### src/rtl/ldo_trim_ctrl.sv
// Wishbone-programmable one-hot trim sequencer for a bank of LDO channels.
// Walks each channel's active trim bit one position per shared step tick toward its target.
module ldo_trim_ctrl #(
  parameter int          NCH       = 3,
  parameter int          TRIM_W    = 16,
  parameter int          RESET_IDX = 6,
  parameter int          DIV_RST   = 3,
  parameter logic [31:0] BASE_ADDR = 32'h3000_0000
) (
  input  logic                  wb_clk_i,
  input  logic                  wb_rst_n,
  input  logic                  wbs_stb_i,
  input  logic                  wbs_cyc_i,
  input  logic                  wbs_we_i,
  input  logic [3:0]            wbs_sel_i,
  input  logic [31:0]           wbs_adr_i,
  input  logic [31:0]           wbs_dat_i,
  output logic                  wbs_ack_o,
  output logic [31:0]           wbs_dat_o,
  output logic [NCH*TRIM_W-1:0] trim_o,
  output logic [NCH-1:0]        busy_o,
  output logic                  irq_o
);
  localparam int IW = $clog2(TRIM_W);

  logic [IW-1:0] cur_q [NCH];
  logic [IW-1:0] cur_d [NCH];
  logic [IW-1:0] tgt_q [NCH];
  logic [IW-1:0] tgt_d [NCH];
  logic [15:0]   div_q, div_d;
  logic [15:0]   tmr_q, tmr_d;
  logic          irq_q, irq_d;
  logic          busy_any_q;
  logic          hold_q, hold_d;
  logic          ack_q;
  logic [31:0]   dat_q, dat_d;

  logic          in_range, accept, wr_acc, busy_any, tick;
  logic [5:0]    off;
  logic          is_tgt, is_div, is_stat;
  logic [31:0]   rdata;
  logic          unused_ok;

  assign unused_ok = ^{wbs_sel_i[2], wbs_adr_i[1:0], wbs_dat_i[30:16]};

  // A held strobe is acked once; hold_q blocks re-acceptance until stb drops.
  assign in_range = wbs_stb_i && wbs_cyc_i && (wbs_adr_i[31:8] == BASE_ADDR[31:8]);
  assign accept   = in_range && !hold_q;
  assign wr_acc   = accept && wbs_we_i;
  assign off      = wbs_adr_i[7:2];
  assign is_tgt   = (off[5:4] == 2'b00) && (int'(off[3:0]) < NCH);
  assign is_div   = (off == 6'h10);
  assign is_stat  = (off == 6'h11);

  for (genvar c = 0; c < NCH; c++) begin : g_ch
    assign busy_o[c] = (cur_q[c] != tgt_q[c]);
    assign trim_o[c*TRIM_W +: TRIM_W] = {{(TRIM_W-1){1'b0}}, 1'b1} << cur_q[c];
  end

  assign busy_any  = |busy_o;
  assign tick      = busy_any && (tmr_q == div_q);
  assign wbs_ack_o = ack_q;
  assign wbs_dat_o = dat_q;
  assign irq_o     = irq_q;

  always_comb begin
    rdata = '0;
    if (is_tgt) begin
      for (int c = 0; c < NCH; c++) begin
        if (int'(off[3:0]) == c) begin
          rdata[IW-1:0]  = tgt_q[c];
          rdata[16 +: IW] = cur_q[c];
        end
      end
    end else if (is_div) begin
      rdata[15:0] = div_q;
    end else if (is_stat) begin
      rdata[NCH-1:0] = busy_o;
      rdata[31]      = irq_q;
    end
  end

  always_comb begin
    div_d = div_q;
    if (wr_acc && is_div) begin
      if (wbs_sel_i[0]) div_d[7:0]  = wbs_dat_i[7:0];
      if (wbs_sel_i[1]) div_d[15:8] = wbs_dat_i[15:8];
    end
    tmr_d = (!busy_any || tick) ? 16'd0 : tmr_q + 16'd1;

    // Step direction follows the incoming target so a same-edge retarget never overshoots.
    for (int c = 0; c < NCH; c++) begin
      tgt_d[c] = tgt_q[c];
      if (wr_acc && is_tgt && wbs_sel_i[0] && (int'(off[3:0]) == c))
        tgt_d[c] = wbs_dat_i[IW-1:0];
      cur_d[c] = cur_q[c];
      if (tick && busy_o[c]) begin
        if (cur_q[c] < tgt_d[c])      cur_d[c] = cur_q[c] + 1'b1;
        else if (cur_q[c] > tgt_d[c]) cur_d[c] = cur_q[c] - 1'b1;
      end
    end

    irq_d = irq_q;
    if (wr_acc && is_stat && wbs_sel_i[3] && wbs_dat_i[31]) irq_d = 1'b0;
    if (busy_any_q && !busy_any)                              irq_d = 1'b1;

    hold_d = accept || (hold_q && wbs_stb_i);
    dat_d  = (accept && !wbs_we_i) ? rdata : 32'd0;
  end

  always_ff @(posedge wb_clk_i or negedge wb_rst_n) begin
    if (!wb_rst_n) begin
      for (int c = 0; c < NCH; c++) begin
        cur_q[c] <= IW'(RESET_IDX);
        tgt_q[c] <= IW'(RESET_IDX);
      end
      div_q      <= 16'(DIV_RST);
      tmr_q      <= 16'd0;
      irq_q      <= 1'b0;
      busy_any_q <= 1'b0;
      hold_q     <= 1'b0;
      ack_q      <= 1'b0;
      dat_q      <= 32'd0;
    end else begin
      cur_q      <= cur_d;
      tgt_q      <= tgt_d;
      div_q      <= div_d;
      tmr_q      <= tmr_d;
      irq_q      <= irq_d;
      busy_any_q <= busy_any;
      hold_q     <= hold_d;
      ack_q      <= accept;
      dat_q      <= dat_d;
    end
  end
endmodule

### config.mk
export PLATFORM = sky130hd
export DESIGN_NAME = ldo_trim_ctrl
export DESIGN_NICKNAME = d
export VERILOG_FILES = /design/src/rtl/ldo_trim_ctrl.sv
export SDC_FILE = /design/constraint.sdc
export NUM_CORES = 1
export LEC_CHECK = 0
export CAP_MARGIN = 25
export CORE_MARGIN = 10
export CORE_UTILIZATION = 51
export DETAILED_ROUTE_END_ITERATION = 16
export PLACE_DENSITY_LB_ADDON = 0.25
export SLEW_MARGIN = 20
export SYNTH_ARGS = -nofsm -noshare
export SYNTH_HDL_FRONTEND = slang
export SYNTH_SLANG_ARGS = --single-unit
### constraint.sdc
create_clock -name wb_clk_i -period 8.3 [get_ports wb_clk_i]
set_clock_uncertainty 0.2 [all_clocks]
set_input_delay 0.83 -clock wb_clk_i [delete_from_list [all_inputs] [get_ports wb_clk_i]]
set_output_delay 0.83 -clock wb_clk_i [all_outputs]
set_load 0.03 [all_outputs]
Word-level counts from Yosys, hierarchy flattened
Cells that the tools add are included.

word-level totals
  bits of input ports = 73
  output and inout bits = 85
  word-level logic and storage cells = 106
  register bits after elaboration = 92

operators by class
  shifts and indexed selects = 3
  magnitude comparators = 7
  $add $sub $neg = 7
  reduce and logical (&&, ||, !) cells = 38
  multiplexer cells = 28
  eq/ne operators = 9

operators by type and width
  operator                                               count
  2-to-1 mux 4 bit                                       17
  left shift 1 x 4 -> 16 bit, first input constant       3
  2-to-1 mux 32 bit                                      1
  equality test 24 x 22 -> 1 bit, second input constant  1
  logical AND 1 bit                                      21
  adder 16 x 1 -> 16 bit, second input constant          1
  equality test 16 bit                                   1
  2-to-1 mux 16 bit                                      1
  2-to-1 mux 13 bit                                      1
  adder 4 x 1 -> 4 bit, second input constant            3
  equality test 6 x 5 -> 1 bit, second input constant    2
  greater-than comparator 4 bit                          3
  < comparator 4 bit                                     3
  2-to-1 mux 12 bit                                      1
  != test 4 bit                                          3
  subtractor 4 x 1 -> 4 bit, second input constant       3
  AND reduction 2 bit                                    5
  nonzero test 2 bit                                     4
  2-to-1 mux 3 bit                                       2
  2-to-1 mux 1 bit                                       5
  equality test 4 x 2 -> 1 bit, second input constant    1
  equality test 4 x 3 -> 1 bit, second input constant    1
  logical NOT 4 bit                                      1
  < comparator 4 x 2 -> 1 bit, second input constant     1
  other kinds (4)                                        7

Depth between registers and ports, before layout
Gate-level depths: netlist (run 1).

  depth after elaboration = 11
  mapped depth = 16
  gate-level depth less buffers = 15

Least setup slack after synthesis (run 1)
OpenSTA, ideal clock, no wires.

  kind = input-to-reg
  start point = in wbs_adr_i[5]
  end point = reg cur_q[11] (netlist name)
  stages = 14
  data required time = 7.976 ns
  data arrival time = 3.934 ns
  setup time = 0.124 ns
  slack = 4.042 ns
  path buffers = 0
  path through = or2_4 a2111oi_4 nand4b_4 mux2_1 ha_1 nand2b_1 a21o_1 nand2_1 ha_1 a21o_1 a21oi_1 a21boi_0 o211ai_1 xnor2_1

RTL lines
  element                          RTL line  text
  from (decl)                      16        input logic [31:0] wbs_adr_i,
  to (signal, indexed assignment)  114       cur_q[c] <= IW'(RESET_IDX);
  to (signal assigned)             125       cur_q <= cur_d;
  to (decl)                        26        logic [IW-1:0] cur_q [NCH];

Worst setup path in the final report (run 1)
  start point = in wbs_adr_i[3]
  end point = reg cur_q[3] (netlist name)

between the ends
  word-level cells in the longest chain between the ends = 9
  elaborated cells between the ends (all ways) = 12
  those cells by class = order compare: 3; eq/ne: 1; mux: 2; reduce/logical: 6

RTL lines
  element                                                              RTL line  text
  < comparator 4 x 2 -> 1 bit                                          51        assign is_tgt = (off[5:4] == 2'b00) && (int'(off[3:0]) < NCH);
  logical AND 1 bit                                                    51
  logical AND 1 bit (2 in series)                                      94        if (wr_acc && is_tgt && wbs_sel_i[0] && (int'(off[3:0]) == c))
  logical AND 1 bit (*)                                                94
  2-to-1 mux 4 bit (*)                                                 94
  < comparator 4 bit or greater-than comparator 4 bit (tied branches)  98, 99
  nonzero test 2 bit (no source line)                                  --
  AND reduction 2 bit (no source line)                                 --

Mark *: on every way between the ends. The rest lies on a longest branch, timed or not.
A chain may end at the register's enable or synchronous reset.

==> metrics.cfg, run 1 <==
[finish]
syn_to_final_growth_pct = 31.4
antenna_cells = 0
final_core_util = 0.692
fillCellCount = 734
nets = 696
drive_gt1_frac = 0.122

[route]
drt_first_iter_violations = 282
num_vias = 3865
viasPerCell = 5.26
avgRoutedWirePerCell_um = 16.9
drc = 0
antenna_left = 0
wl_um = 12400
dr.pass1.iters = 8

[placed_design]
dp_hpwl_um = 9510
gp_congestion = 0.870
port-buffer-count = 128

[synth]
synth_cells = 482
synth-main-ff-cell = dfrtp_1
syn_avg_cell_area_um2 = 10.1
synth_edf_count = 0
ys_types = 50
syn-cell-area_mm2 = 0.00489
ys_seq_area_frac = 0.418
ys_warn_count = 0
async_flop_share = 1.00
synth.ff_latch_count = 81

[timing]
rsz0062_at_grt = no
maxSlewViolCount = 0
fmax_mhz = 203
fin_setup_tns_ns = 0
post-route-period-util = 0.595
maxSlewHeadroom = 0.352
hold_violations = 0
tightest_slew_ns = 0.965
period_needed_ns = 4.94
setup_viol = 0

[setup_path]
start_kind = primary input
ff2ff_setup_slack_ns = 4.23
critPathMaxFanout = 13
crit_type = primary input to register
end_kind = register
endpoint = cur_q[3]$_DFFE_PN0P_
reg2reg_from = hold_q$_DFF_PN0_
rr_worst_depth = 15
startpoint = wbs_adr_i[3]
crit_required_ns = 8.34
r2r-end = cur_q[3]$_DFFE_PN0P_
crit_arrival_ns = 4.97

[clock_tree]
cts_sinks = 81
cts_buffers = 9
cts_hold_buf = 0
cts_buffer_depth = 2
h-tree-depth = 3
path_clk_slew_ns = 0.09
clkLatencyLatePin_ns = 0.36
cts_resized = 0
cts_tree = built
clockRootBuffer = clkbuf_8
postCtsSetupBuffers = 0

[global_route]
grt_overflow = 0
grt_pass1_wl_um = 20300
antenna_found_initial = 0
grt_max_degree = 82
grt_usage = 0.176
grt_pass1_vias = 3932

[die]
coreArea_mm2 = 0.00928
start_util = 0.527
num_rows = 35
chipWidth_um = 118
io_pins = 158
die-area_mm2 = 0.0139
die_h_um = 118

[power_and_ir_drop]
switching_share = 0.240
p_sw_uw = 188
p_clk_frac = 0.429
comb_power_share = 0.067
seqPwrFrac = 0.504
p_leak_uw = 0.00278
ir_worst_vdd_uv = 72.0
internal_power_uw = 595
p_per_area_mw_per_mm2 = 122

[flow_run]
maxCapViolations = 0

[hold_path]
hold_class = primary input to asynchronous set/reset pin

[status]
status = complete, no violations

-- synthesized netlist by cell type (8+ instances only) --
library cell | n | area share
inv_1 | 11 | 0.0084
xor2_1 | 8 | 0.014
mux2i_1 | 16 | 0.033
nor4_1 | 8 | 0.010
nand4_1 | 13 | 0.017
and2_1 | 12 | 0.015
xnor2_1 | 43 | 0.077
nand2b_1 | 12 | 0.015
nor3_1 | 26 | 0.027
dfrtp_1 | 67 | 0.34
dfstp_2 | 14 | 0.075
mux2_2 | 33 | 0.076
buf_4 | 11 | 0.017
a21oi_1 | 10 | 0.010
nand2_1 | 36 | 0.028
ha_1 | 19 | 0.049
buf_2 | 10 | 0.010
nor2_1 | 60 | 0.046
-- worst min-delay path by stage --
stage / depth (start not counted) / from / slack [ns] / to
after floorplan: 2 / busy_any_q$_DFF_PN0_ / 0.22 / irq_o$_DFFE_PN0P_
after global placement: 2 / busy_any_q$_DFF_PN0_ / 0.24 / irq_o$_DFFE_PN0P_
after detailed placement: 2 / busy_any_q$_DFF_PN0_ / 0.24 / irq_o$_DFFE_PN0P_
after CTS: 2 / busy_any_q$_DFF_PN0_ / 0.26 / irq_o$_DFFE_PN0P_
after global routing: 2 / busy_any_q$_DFF_PN0_ / 0.29 / irq_o$_DFFE_PN0P_
final: 1 / wb_rst_n / 0.26 / cur_q[0]$_DFFE_PN0P_
-- per-layer routing --
| layer | part of all wire | vias up | wire length [um] | global-route usage |
|---|---|---|---|---|
| met3 | 0.048 | 14 | 595 | 0.0374 |
| met5 | 0 | - | 0 | 0 |
| met1 | 0.46 | 1840 | 5690 | 0.221 |
| met2 | 0.48 | 118 | 5980 | 0.295 |
| li1 | - | 1893 | - | - |
| met4 | 0.014 | 0 | 179 | 0.0533 |
-- layout by cell type, fill, tap and decap left out, drive strengths merged, types with 4 or more instances in the layout --
cell type      instances
dfstp                 14
xnor2                 43
clkbuf                 9
nor2                  60
nand2                 36
ha                    19
a21oi                 10
nand4                 13
and3b                  4
a21o                   5
and2                  13
xor2                   8
clkdlybuf4s50        127
mux2                  34
mux2i                 16
nand3                  6
dfrtp                 67
conb                  11
inv                   15
and3                   4
nor4                   9
nor3                  28
nand2b                12
o21ai                  5
-- critical path: stages --
cell and delay (ns):
clkdlybuf4s50_1 0.76, a2111oi_4 0.90, nand4b_4 0.31, mux2i_1 0.19, ha_1 0.31, nor2b_1 0.13
o21bai_1 0.20, nand2_1 0.16, ha_1 0.30, a21o_1 0.17, a21oi_1 0.19, a21boi_0 0.21
o211ai_1 0.13, xnor2_1 0.17
-- through the flow --
| stage | total power (uW) | hold WS [ns] | instances | setup WS (ns) | instance area (um^2) |
|---|---|---|---|---|---|
| 3_5_place_dp | 455 | 0.243 | 719 | 2.97 | 6190 |
| 2_1_floorplan | 421 | 0.221 | 492 | 4.04 | 4930 |
| 6_report | 784 | 0.265 | 735 | 3.36 | 6430 |
| 3_3_place_gp | 454 | 0.237 | 719 | 3.08 | 6190 |
| 4_1_cts | 788 | 0.261 | 735 | 3.35 | 6420 |
| 5_1_grt | 809 | 0.287 | 735 | 2.93 | 6430 |
-- registers in the layout, indices dropped and copies added (netlist names) --
name / count
wbs_dat_o: 21
div_q: 16
tmr_q: 16
cur_q: 12
tgt_q: 12
busy_any_q: 1
hold_q: 1
irq_o: 1
wbs_ack_o: 1
-- power by group through the flow --
stage	clock network, uW	registers (uW)	logic, uW
2_1_floorplan	0	402	18.3
3_3_place_gp	0	402	51.8
3_5_place_dp	0	402	52.4
4_1_cts	341	395	52.8
5_1_grt	358	395	56.5
6_report	336	395	52.5
-- cell type report --
class                      instances  area [um^2]  area share
multi-input combinational        370         2670       0.415
sequential                        81         2040       0.318
timing repair buffer             128         1280       0.199
tap                              129          161      0.0251
clock buffer                       9          124      0.0193
clock inverter                     7          106      0.0165
inverter                          11         41.3     0.00642
-- logic make-up (layout without fill, tap and decap cells) --
kind of cell / count (synthesis) / after routing / share of synthesized area
flip-flops: 81 / 81 / 0.418
AND/OR/NAND/NOR: 200 / 200 / 0.220
AO/OA/AOI/OAI: 36 / 36 / 0.0537
buffers and inverters: 41 / 155 / 0.0440
XOR/XNOR: 51 / 51 / 0.0913
multiplexers: 50 / 50 / 0.111
adder cells (fa/ha/maj): 22 / 22 / 0.0609
other: 1 / 11 / 0.000767
No activity file was read; power rests on OpenSTA's default activity.
==> run 2, diff against run 1 <==
CORE_UTILIZATION = 47   (was 51)
clock period = 5 ns   (was 8.3 ns; I/O delays follow)
==> run 2 against run 1 <==
Against the previous run:
- the run now ends with hold timing left
- critical path depth up 2
- wire length up 0.31%
- power up 59%
- critical path type unchanged
- setup slack worse by 2.7 ns
==> metrics.cfg, run 2 (synthesis results as in run 1) <==
[status]
status = finished with violations
violations = hold timing

[setup_path]
start_kind = primary input
cpMaxStageDelayCell = or2_2
reg2reg_from = hold_q$_DFF_PN0_
startpoint = wbs_adr_i[28]
crit_chain = clkdlybuf4s50_1, nor4bb_1, nand4_1, or2_2, nand4b_4, mux2_1, ha_1, nand2b_1, a21o_1, nand2_1, ha_1, a21o_1, a21oi_1, a21boi_0, o211ai_1, xnor2_1
ff2ff_setup_slack_ns = 0.94
endpoint = cur_q[11]$_DFFE_PN0P_
crit_arrival_ns = 4.38
path_buf_inv = 1
crit_type = primary input to register
r2r-end = cur_q[11]$_DFFE_PN0P_
critPathMaxFanout = 10
rr_worst_depth = 15
critPathTopFamily = simple AND/OR/NAND/NOR gates
path_depth = 16
crit_required_ns = 5.03
max_stage_delay_ns = 0.46
end_kind = register

[finish]
fillCellCount = 822
layout_commonest_cell = clkdlybuf4s50_1
drive_gt1_frac = 0.126
largest_register_ffs = 21
antenna_cells = 0
layout.cells.most_common_list = clkdlybuf4s50_1 (127), dfrtp_1 (67), nor2_1 (60)
syn_to_final_growth_pct = 31.6
final_core_util = 0.629
finalNonFillerCells = 745
nets = 699

[timing]
post-route-period-util = 0.869
tightest_slew_ns = 0.999
period_needed_ns = 4.34
fmax_mhz = 230
rsz0062_at_grt = no
holdWs_ns = -0.0275
maxSlewHeadroom = 0.328
maxSlewViolCount = 0
hold_violations = 14
setup_viol = 0
fin_setup_tns_ns = 0

[power_and_ir_drop]
comb_power_share = 0.071
ir_worst_vdd_uv = 146
internal_power_uw = 939
seqPwrFrac = 0.526
p_leak_uw = 0.00279
p_per_area_mw_per_mm2 = 193
p_sw_uw = 307
switching_share = 0.246
p_total_uw = 1250
p_clk_frac = 0.403

[placed_design]
dp.cells = 729
gp_congestion = 0.870
port-buffer-count = 128
dp_hpwl_um = 9590

[hold_path]
hold_class = primary input to asynchronous set/reset pin

[route]
avgRoutedWirePerCell_um = 16.8
dr.pass1.iters = 4
num_vias = 3896
wl_um = 12500
viasPerCell = 5.23
drc = 0
antenna_left = 0
drt_first_iter_violations = 208

[die]
chipWidth_um = 122
num_rows = 37
die-area_mm2 = 0.0149
die_h_um = 122
io_pins = 158
start_util = 0.478
coreArea_mm2 = 0.0102

[global_route]
grt_usage = 0.164
grt_pass1_wl_um = 19700
grt_max_degree = 82
grt_pass1_vias = 3814
grt_overflow = 0
antenna_found_initial = 0

[clock_tree]
h-tree-depth = 3
cts_buffers = 9
cts_hold_buf = 0
path_clk_slew_ns = 0.09
cts_buffer_depth = 2
cts_sinks = 81
clockRootBuffer = clkbuf_8
cts_tree = built
cts_resized = 0
postCtsSetupBuffers = 0
clkLatencyLatePin_ns = 0.36

[flow_run]
maxCapViolations = 0

[run 2: stage by stage]
| stage | area, um^2 | hold slack, ns | worst slack (ns) |
|---|---|---|---|
| floorplan | 4930 | 0.00441 | 1.07 |
| global placement | 6230 | 0.239 | 0.400 |
| detailed placement | 6230 | 0.258 | 0.262 |
| CTS | 6430 | 0.154 | 0.647 |
| global route | 6440 | 0.0341 | 0.375 |
| finish | 6440 | -0.0275 | 0.657 |
[run 2: area by class of cell]
| type | count | area, um^2 | area share |
|---|---|---|---|
| inverters | 11 | 41.3 | 0.00641 |
| repair buffers | 131 | 1310 | 0.203 |
| flip-flops and latches | 81 | 2040 | 0.318 |
| well taps | 136 | 170 | 0.0264 |
| clock inverters | 7 | 83.8 | 0.0130 |
| clock buffers | 9 | 124 | 0.0192 |
| multi-input cells | 370 | 2670 | 0.415 |
[run 2: worst reg2reg max path, cell delays in order, from the launching register on]
cell and delay (ns):
dfrtp_1 0.39, nor4_1 0.29, nand4_1 0.15, or2_2 0.43, nand4b_4 0.30, mux2_1 0.41
ha_1 0.19, nand2b_1 0.14, a21o_1 0.19, nand2_1 0.13, ha_1 0.26, a21o_1 0.18
a21oi_1 0.16, a21boi_0 0.20, o211ai_1 0.13, xnor2_1 0.18
[run 2: worst min path at each step]
stage / start / endpoint / slack (ns) / depth (start not counted)
detailed placement: busy_any_q$_DFF_PN0_ / irq_o$_DFFE_PN0P_ / 0.26 / 2
global route: wb_rst_n / cur_q[4]$_DFFE_PN0P_ / 0.03 / 1
CTS: wb_rst_n / hold_q$_DFF_PN0_ / 0.15 / 1
global placement: busy_any_q$_DFF_PN0_ / irq_o$_DFFE_PN0P_ / 0.24 / 2
finish: wb_rst_n / cur_q[0]$_DFFE_PN0P_ / -0.03 / 1
floorplan: wb_rst_n / busy_any_q$_DFF_PN0_ / 0.004 / 0
[run 2: power groups by stage]
stage               sequential [uW]  clock, uW  combinational [uW]
floorplan                       668          0                30.4
global placement                668          0                87.6
detailed placement              668          0                89.3
CTS                             655        517                89.7
global route                    655        546                95.8
finish                          655        501                89.0
[run 2: per-layer routing]
metal,vias up,GRT usage,part of all wire
met2,127,0.266,0.46
li1,1903,-,-
met1,1851,0.210,0.45
met4,0,0.0492,0.014
met3,15,0.0435,0.077
met5,-,0,0
